==> config.mk <==
export PLATFORM = sky130hd
export DESIGN_NAME = smc_pipe
export DESIGN_NICKNAME = d
export VERILOG_FILES = /design/src/rtl/smc_pkg.sv /design/src/rtl/smc_cell.sv /design/src/rtl/smc_pipe.sv
export SDC_FILE = /design/constraint.sdc
export NUM_CORES = 2
export LEC_CHECK = 0
export ABC_AREA = 1
export BUFFER_PORTS_ARGS = -buffer_cell sky130_fd_sc_hd__buf_2
export CORE_ASPECT_RATIO = 1.25
export CORE_MARGIN = 3
export CORE_UTILIZATION = 42
export DETAILED_ROUTE_END_ITERATION = 7
export GPL_ROUTABILITY_DRIVEN = 1
export PLACE_DENSITY = 0.65
export SLEW_MARGIN = 20
export SYNTH_ARGS = -nofsm -noshare
export SYNTH_HDL_FRONTEND = slang
export SYNTH_HIERARCHICAL = 1
export SYNTH_SLANG_ARGS = --single-unit
==> constraint.sdc <==
create_clock -name clk -period 14 [get_ports clk]
set_input_delay 1.4 -clock clk [delete_from_list [all_inputs] [get_ports clk]]
set_output_delay 1.4 -clock clk [all_outputs]
set_load 0.1 [all_outputs]
==> src/rtl/smc_pkg.sv <==
// Shared widths, mode bit positions and the transistor descriptor type
// for the smc_pipe current/transconductance receiver.
package smc_pkg;

    localparam int W_BITS         = 3;
    localparam int OUT_BITS       = 10;
    localparam int VAL_BITS       = 7;
    localparam int MODE_ID_BIT    = 0;
    localparam int MODE_LARGE_BIT = 1;
    localparam int N_XTOR         = 6;

    localparam logic [W_BITS-1:0] VTH = 3'd1;

    typedef struct packed {
        logic [W_BITS-1:0] w;
        logic [W_BITS-1:0] v_gs;
        logic [W_BITS-1:0] v_ds;
    } xtor_t;

endpackage

==> src/rtl/smc_cell.sv <==
// Combinational per-transistor evaluator: returns I_D or g_m for one descriptor,
// choosing cutoff, triode or saturation from the overdrive.
module smc_cell
    import smc_pkg::*;
(
    input  xtor_t               xtor,
    input  logic                id_mode,
    output logic [VAL_BITS-1:0] val
);

    logic [9:0] w_x, gs_x, ds_x, ov_x, id_x, gm_x;

    // All arithmetic is done at 10 bits; the largest intermediate (W*ov^2) is 252.
    always_comb begin
        w_x  = 10'(xtor.w);
        gs_x = 10'(xtor.v_gs);
        ds_x = 10'(xtor.v_ds);
        ov_x = gs_x - 10'(VTH);
        id_x = '0;
        gm_x = '0;
        if (gs_x <= 10'(VTH)) begin
            id_x = '0;
            gm_x = '0;
        end else if (ov_x > ds_x) begin
            id_x = (w_x * (10'd2 * ov_x * ds_x - ds_x * ds_x)) / 10'd3;
            gm_x = (10'd2 * w_x * ds_x) / 10'd3;
        end else begin
            id_x = (w_x * ov_x * ov_x) / 10'd3;
            gm_x = (10'd2 * w_x * ov_x) / 10'd3;
        end
        val = id_mode ? id_x[VAL_BITS-1:0] : gm_x[VAL_BITS-1:0];
    end

endmodule

==> src/rtl/smc_pipe.sv <==
// Pipelined transistor-array receiver: capture, per-device evaluation, sort/pick,
// then weighted sum. A valid bit rides alongside each rank.
module smc_pipe
    import smc_pkg::*;
#(
    parameter int LATENCY = 3
) (
    input  logic                clk,
    input  logic                reset,
    input  logic                valid,
    input  logic [W_BITS-1:0]   W_0,
    input  logic [W_BITS-1:0]   W_1,
    input  logic [W_BITS-1:0]   W_2,
    input  logic [W_BITS-1:0]   W_3,
    input  logic [W_BITS-1:0]   W_4,
    input  logic [W_BITS-1:0]   W_5,
    input  logic [W_BITS-1:0]   V_GS_0,
    input  logic [W_BITS-1:0]   V_GS_1,
    input  logic [W_BITS-1:0]   V_GS_2,
    input  logic [W_BITS-1:0]   V_GS_3,
    input  logic [W_BITS-1:0]   V_GS_4,
    input  logic [W_BITS-1:0]   V_GS_5,
    input  logic [W_BITS-1:0]   V_DS_0,
    input  logic [W_BITS-1:0]   V_DS_1,
    input  logic [W_BITS-1:0]   V_DS_2,
    input  logic [W_BITS-1:0]   V_DS_3,
    input  logic [W_BITS-1:0]   V_DS_4,
    input  logic [W_BITS-1:0]   V_DS_5,
    input  logic [1:0]          mode,
    output logic [OUT_BITS-1:0] out_n,
    output logic                out_valid
);

    xtor_t [N_XTOR-1:0]               xtor_in, xtor_d, xtor_q;
    logic  [1:0]                      mode_d, mode_q, mode2_d, mode2_q;
    logic  [VAL_BITS-1:0]             cell_val [N_XTOR];
    logic  [N_XTOR-1:0][VAL_BITS-1:0] val2_d, val2_q;
    logic  [2:0][VAL_BITS-1:0]        pick3_d, pick3_q;
    logic                             id3_d, id3_q;
    logic  [OUT_BITS-1:0]             out_n_d, out_n_q;
    logic  [LATENCY:0]                vld_d, vld_q;
    logic  [VAL_BITS-1:0]             srt [N_XTOR];
    logic  [VAL_BITS-1:0]             tmp;

    for (genvar g = 0; g < N_XTOR; g++) begin : g_cell
        smc_cell u_cell (
            .xtor    (xtor_q[g]),
            .id_mode (mode_q[MODE_ID_BIT]),
            .val     (cell_val[g])
        );
    end

    always_comb begin
        xtor_in[0] = '{w: W_0, v_gs: V_GS_0, v_ds: V_DS_0};
        xtor_in[1] = '{w: W_1, v_gs: V_GS_1, v_ds: V_DS_1};
        xtor_in[2] = '{w: W_2, v_gs: V_GS_2, v_ds: V_DS_2};
        xtor_in[3] = '{w: W_3, v_gs: V_GS_3, v_ds: V_DS_3};
        xtor_in[4] = '{w: W_4, v_gs: V_GS_4, v_ds: V_DS_4};
        xtor_in[5] = '{w: W_5, v_gs: V_GS_5, v_ds: V_DS_5};
        xtor_d     = valid ? xtor_in : xtor_q;
        mode_d     = valid ? mode : mode_q;
        vld_d      = {vld_q[LATENCY-1:0], valid};
    end

    // Odd-even transposition network: six rounds fully sort six values descending.
    always_comb begin
        tmp = '0;
        for (int i = 0; i < N_XTOR; i++) srt[i] = val2_q[i];
        for (int r = 0; r < N_XTOR; r++) begin
            for (int i = r % 2; i < N_XTOR - 1; i += 2) begin
                if (srt[i] < srt[i+1]) begin
                    tmp      = srt[i];
                    srt[i]   = srt[i+1];
                    srt[i+1] = tmp;
                end
            end
        end
    end

    always_comb begin
        val2_d  = val2_q;
        mode2_d = mode2_q;
        if (vld_q[0]) begin
            for (int i = 0; i < N_XTOR; i++) val2_d[i] = cell_val[i];
            mode2_d = mode_q;
        end
        pick3_d = pick3_q;
        id3_d   = id3_q;
        if (vld_q[1]) begin
            if (mode2_q[MODE_LARGE_BIT]) pick3_d = {srt[2], srt[1], srt[0]};
            else                         pick3_d = {srt[5], srt[4], srt[3]};
            id3_d = mode2_q[MODE_ID_BIT];
        end
        out_n_d = '0;
        if (vld_q[2]) begin
            if (id3_q)
                out_n_d = 10'(pick3_q[0]) * 10'd3 + 10'(pick3_q[1]) * 10'd4
                        + 10'(pick3_q[2]) * 10'd5;
            else
                out_n_d = 10'(pick3_q[0]) + 10'(pick3_q[1]) + 10'(pick3_q[2]);
        end
    end

    always_ff @(posedge clk or negedge reset) begin
        if (!reset) begin
            xtor_q  <= '0;
            mode_q  <= '0;
            val2_q  <= '0;
            mode2_q <= '0;
            pick3_q <= '0;
            id3_q   <= 1'b0;
            out_n_q <= '0;
            vld_q   <= '0;
        end else begin
            xtor_q  <= xtor_d;
            mode_q  <= mode_d;
            val2_q  <= val2_d;
            mode2_q <= mode2_d;
            pick3_q <= pick3_d;
            id3_q   <= id3_d;
            out_n_q <= out_n_d;
            vld_q   <= vld_d;
        end
    end

    assign out_n     = out_n_q;
    assign out_valid = vld_q[LATENCY];

endmodule

**Word level (Yosys, flattened, before mapping)**

Cells that the tools add are included.

- Add/sub/neg operators: 16
- $mul: 44
- Div/mod/pow operators: 24
- Magnitude comparators: 27
- Mux-type cells: 48

Operators by type and width:

| operator | count |
|---|---|
| 2-to-1 mux 14 bit | 15 |
| 2-to-1 mux 7 bit | 30 |
| divider 10 x 2 -> 10 bit, second input constant | 18 |
| multiplier 3 x 10 -> 10 bit | 12 |
| < comparator 7 bit | 15 |
| multiplier 3 x 3 -> 6 bit | 12 |
| divider 8 x 2 -> 10 bit, second input constant | 6 |
| greater-than comparator 10 x 3 -> 1 bit | 6 |
| multiplier 10 x 10 -> 10 bit | 6 |
| multiplier 3 x 10 -> 9 bit | 6 |
| subtractor 10 x 6 -> 10 bit | 6 |
| multiplier 9 x 3 -> 9 bit | 6 |
| subtractor 3 x 1 -> 4 bit, second input constant | 6 |
| 2-to-1 mux 21 bit | 1 |
| 2-to-1 mux 10 bit | 2 |
| <= comparator 3 x 1 -> 1 bit, second input constant | 6 |
| adder 10 bit | 1 |
| adder 9 x 9 -> 10 bit | 1 |
| multiplier 7 x 3 -> 10 bit, second input constant | 1 |
| adder 8 x 7 -> 9 bit | 1 |
| multiplier 7 x 2 -> 9 bit, second input constant | 1 |
| adder 7 x 7 -> 8 bit | 1 |

- Bits in registers: 136
- Input bits: 59
- Output and inout port bits: 11
- Logic and storage cells: 191

**Logic depth before layout (Yosys ltp)**

- Depth in word-level cells: 13
- Depth in mapped cells: 69
- Gate-level depth less buffers: 67

**By module**

The synthesis kept the hierarchy.

Modules (own cells, without submodules):

| module | instances | cells each | area each (sq um) | sequential area each (sq um) |
|---|---|---|---|---|
| smc_pipe | 1 | 1672 | 11886.4 | 3403.3 |
| smc_cell (g_cell[0].u_cell ...) | 2 | 699 | 4428.0 | 0.0 |
| smc_cell (g_cell[4].u_cell ...) | 2 | 695 | 4317.9 | 0.0 |
| smc_cell (g_cell[3].u_cell) | 1 | 708 | 4470.5 | 0.0 |
| smc_cell (g_cell[2].u_cell) | 1 | 708 | 4466.8 | 0.0 |

**Least setup slack after synthesis**

OpenSTA, ideal clock, no wires.

- Kind: register -> register
- Start: reg xtor_q[21] (netlist bit)
- End: reg val2_q[14] (netlist bit)
- Data arrival time: 8.492 ns
- Path slack: 5.374 ns
- Stages on the path, launching flop included: 60
- Path buffers: 2
- Period minus slack after synthesis: 8.626 ns
- Path through: dfrtp_1 buf_4 inv_4 ha_1 or2_1 nand2_1 clkbuf_1 inv_1 nand2_1 fa_1 inv_1 ha_1 fa_1 ha_1 fa_1 xor2_1 inv_1 nor2_1 [24 not listed] nand2_1 nand2_2 inv_2 o21bai_4 nand3_4 nand2_1 nand2_2 nand2_1 inv_1 ha_1 a21oi_2 nand2_2 a21oi_1 nand3_1 nand2_1 inv_1 nand2_1 o21ai_0

RTL lines:

| item | RTL line | text |
|---|---|---|
| start: declaration | smc_pipe.sv:34 | `xtor_t [N_XTOR-1:0] xtor_in, xtor_d, xtor_q;` |
| start signal: assignment | smc_pipe.sv:115 | `xtor_q <= xtor_d;` |
| end signal: assignment | smc_pipe.sv:117 | `val2_q <= val2_d;` |
| end: declaration | smc_pipe.sv:37 | `logic [N_XTOR-1:0][VAL_BITS-1:0] val2_d, val2_q;` |

==> impl_metrics.tcl <==
set metrics [dict create \
    placement.io_buffers 69 \
    fill_cells 9570 \
    result_of_the_run "finished clean" \
    first_global_vias 33919 \
    antennaDiodeCount 0 \
    critical_path.top_delay_family "adder cells" \
    synth.cell_area_mm2 0.0383 \
    floorplan.core_area_mm2 0.0902 \
    fin_nets 6682 \
    syn-instance-count 5876 \
    top_layer "met5" \
    drt-met1-wl_um 40300 \
    pin_slew_with_the_least_headroom_to_its_limit_ns 0.828 \
    clk_root_buffer_cell "clkbuf_16" \
    antenna_found_initial 1 \
    post_drt_wl_per_cell_um 12.9 \
    worst_skew_pair.late_latency_ns 0.50 \
    clk_pin_slew_ns 0.08 \
    wire_length_of_the_first_global_routing_pass_um 156000 \
    post_cts_buffers 0 \
    final_util_pct 44.5 \
    critPathArrivalTime_ns 10.31 \
    skew_ns 0.0214 \
    placement.setup.worst_slack_ns 4.08 \
    synth.yosys.seq_area_share_pct 8.88 \
    detail_route.drc_violations 0 \
    floorplan.initialDensity_pct 42.5 \
    timing_worst_setup_path_type "flip-flop to flip-flop" \
    crit_path_max_incr_delay_ns 0.77 \
    maximum_fanout_encountered_on_the_critical_timing_path 14 \
    wl_met3_um 1950 \
    period_utilization_post_route_pct 71.1 \
    asyncSetResetFlopFracSynth_pct 100 \
    setup_repair_after_global_routing_missed_its_margin "false" \
    overall_die_area_mm2 0.0949 \
    number_of_enable_flip_flop_cells_after_synthesis 0 \
    max_cap_viol_count 0 \
    worst-path-buf-inv 8 \
    worst_setup_slack_after_layout_ns 4.05 \
    vias 35127 \
    maximum_operating_frequency_mhz 100 \
    multi_input_comb_area_mm2 0.0299 \
    drt_pre_antenna_iters 7 \
    max-slew-margin-rel_pct 44.8 \
    synthDistinctLibCells 63 \
    drt_wl_total_um 90600 \
    met2WireLength_um 45800 \
    post_cts_resize_count 0 \
    globalRouteOverflowTotal 0 \
    cp-start-kind "flip-flop" \
    setup-violations-final 0 \
    fp.dieH_um 344 \
    postSynthNetCount 6710 \
    cts_made_buffers 17 \
    die-width_um 276 \
    postSynth.topFlopCell "dfrtp_1" \
    yosys_register_bits 136 \
    holdBufCountCts 0 \
    area.sequential_mm2 0.00341 \
    gp_congestion 0.895 \
    largest_net_degree_at_the_start_of_global_routing 89 \
    drive_gt1_share_pct 9.18 \
    clock_tree.buffer_depth 2 \
    setup.worst_path.end_class "flip-flop" \
    cts.htree.levels 4 \
    ff2ff_setup_slack_ns 4.05 \
    route.detailed.vias_per_inst 4.98 \
    cts_tree "done" \
    critical_path.most_common_cell "nand2_1" \
    std_cell_rows 123 \
    flow.area_growth_from_synthesis_pct 4.69 \
    final_period_minus_worst_setup_slack_ns 9.95 \
    postSynthAreaPerCell_um2 6.52 \
    dpl.hpwl_um 75800 \
    gr-usage-all-layers_pct 19.4 \
    drt-initial-drc-count 1645 \
    hold_class "flip-flop to flip-flop" \
    critPathRequiredTime_ns 14.35 \
    slew_violations 0 \
    critical_path.slowest_cell "dfrtp_1" \
    timing.final.hold_violations 0 \
    drt.antenna.violating_nets 0 \
    ys_warn_count 6 \
    cts.sinks 136 \
    setup_total_negative_slack_ns 0 \
    io-pin-count 70 \
]
## cells in the mapped netlist (7+ instances only)
cell,n,area share (%)
dfrtp_1,136,8.9
buf_6,15,0.44
o21ai_2,27,0.62
nand3_1,465,6.1
a31oi_1,27,0.44
or2_2,20,0.33
fa_1,248,13
clkinv_1,7,0.069
xnor2_1,59,1.3
nor2_2,36,0.59
buf_2,9,0.12
nor2_8,7,0.37
nand2_4,19,0.56
nand2_2,88,1.4
inv_1,1049,10
a21o_1,8,0.16
inv_4,16,0.26
o21ai_1,47,0.61
a21oi_2,9,0.21
and2_1,8,0.13
nand4_1,27,0.44
or2_1,14,0.23
o21ai_0,275,3.6
nor3_1,19,0.25
ha_1,527,17
buf_4,18,0.35
clkbuf_1,82,0.80
mux2_2,56,1.6
nand3b_1,10,0.20
nand3_2,33,0.86
a21oi_1,170,2.2
inv_2,64,0.63
xor2_1,73,1.7
nand2_1,1638,16
o211ai_1,26,0.51
nand3_4,8,0.37
o21bai_1,37,0.72
nor2_1,423,4.1
nor2_4,17,0.50
## metal layers
metal / track usage, % / vias up
met5: 0 / -
met4: 6.06 / 2
met3: 1.83 / 126
met2: 36.3 / 407
met1: 23.2 / 16231
li1: - / 18361
## placed cells by master, fill, tap and decap left out, drive strengths merged, types with 3 or more instances in the layout
cell      netlist  layout
nand2        1749    1749
inv          1129    1136
ha            527     527
nand3         506     506
nor2          483     483
o21ai         353     353
fa            248     248
a21oi         182     182
dfrtp         136     136
buf            45      80
xor2           73      73
xnor2          61      61
mux2           56      56
o21bai         43      43
or2            35      35
nand4          27      27
a31oi          27      27
o211ai         26      26
nor3           21      21
clkbuf         82      19
nand3b         10      10
and2            9       9
a21o            8       8
clkinv          7       8
a211oi          4       4
o31ai           4       4
o32ai           4       4
clkinvlp        0       4
nor4            4       4
o22ai           3       3
o21a            3       3
nor3b           3       3
## stage by stage
step	area [um2]	hold WS, ns	instances
2_1_floorplan	38300	0.372	5876
3_3_place_gp	39500	0.462	7016
6_report	40100	0.510	7048
3_5_place_dp	39500	0.496	7016
4_1_cts	40100	0.511	7048
5_1_grt	40100	0.549	7048
## worst register-to-register path: cells and delay by family (launching register included)
family | cells | cell delay [ns]
xor gates and xnor gates | 2 | 0.39
AOI/OAI and AO/OA | 8 | 1.05
and+or+nand+nor | 26 | 2.83
DFF | 1 | 0.77
adders and majority gates | 11 | 3.89
buffers and inverters | 8 | 0.90
## logic make-up (layout without fill, tap and decap cells)
| logic type | Yosys count | count (layout) | share of synthesized area (%) |
|---|---|---|---|
| compound gates | 663 | 663 | 10.1 |
| xor+xnor | 134 | 134 | 3.10 |
| fa+ha+maj | 775 | 775 | 30.2 |
| buf+inv | 1263 | 1248 | 13.1 |
| flops | 136 | 136 | 8.88 |
| mux | 58 | 58 | 1.70 |
| simple gates | 2847 | 2847 | 33.0 |
## final timing paths
| check | start | to | cells after the start |
|---|---|---|---|
| worst max register to register | xtor_q[39] | val2_q[28] | 55 |
| worst min register to register | mode_q[1] | mode2_q[1] | 2 |
| min in group asynchronous | reset | xtor_q[4] | 1 |
| worst max-delay path | xtor_q[39] | val2_q[28] | 55 |
| max in group asynchronous | reset | mode_q[0] | 2 |
| worst min-delay path | mode_q[1] | mode2_q[1] | 2 |
## layout make-up
cell class / count / area share (%)
multi-input combinational: 4477 / 74.6
inverter: 1136 / 10.7
sequential: 136 / 8.49
tap: 1187 / 3.70
clock buffer: 19 / 1.10
timing repair buffer: 80 / 1.09
clock inverter: 13 / 0.331
## sequential cells by signal (all words and copies together), names as in the netlist
name     flops
out_n       10
pick3_q     21
mode_q       2
id3_q        1
mode2_q      2
xtor_q      54
val2_q      42
vld_q        4
Power is not shown: default switching activity piles up to over one toggle a cycle in this logic, so the estimate is an artifact.
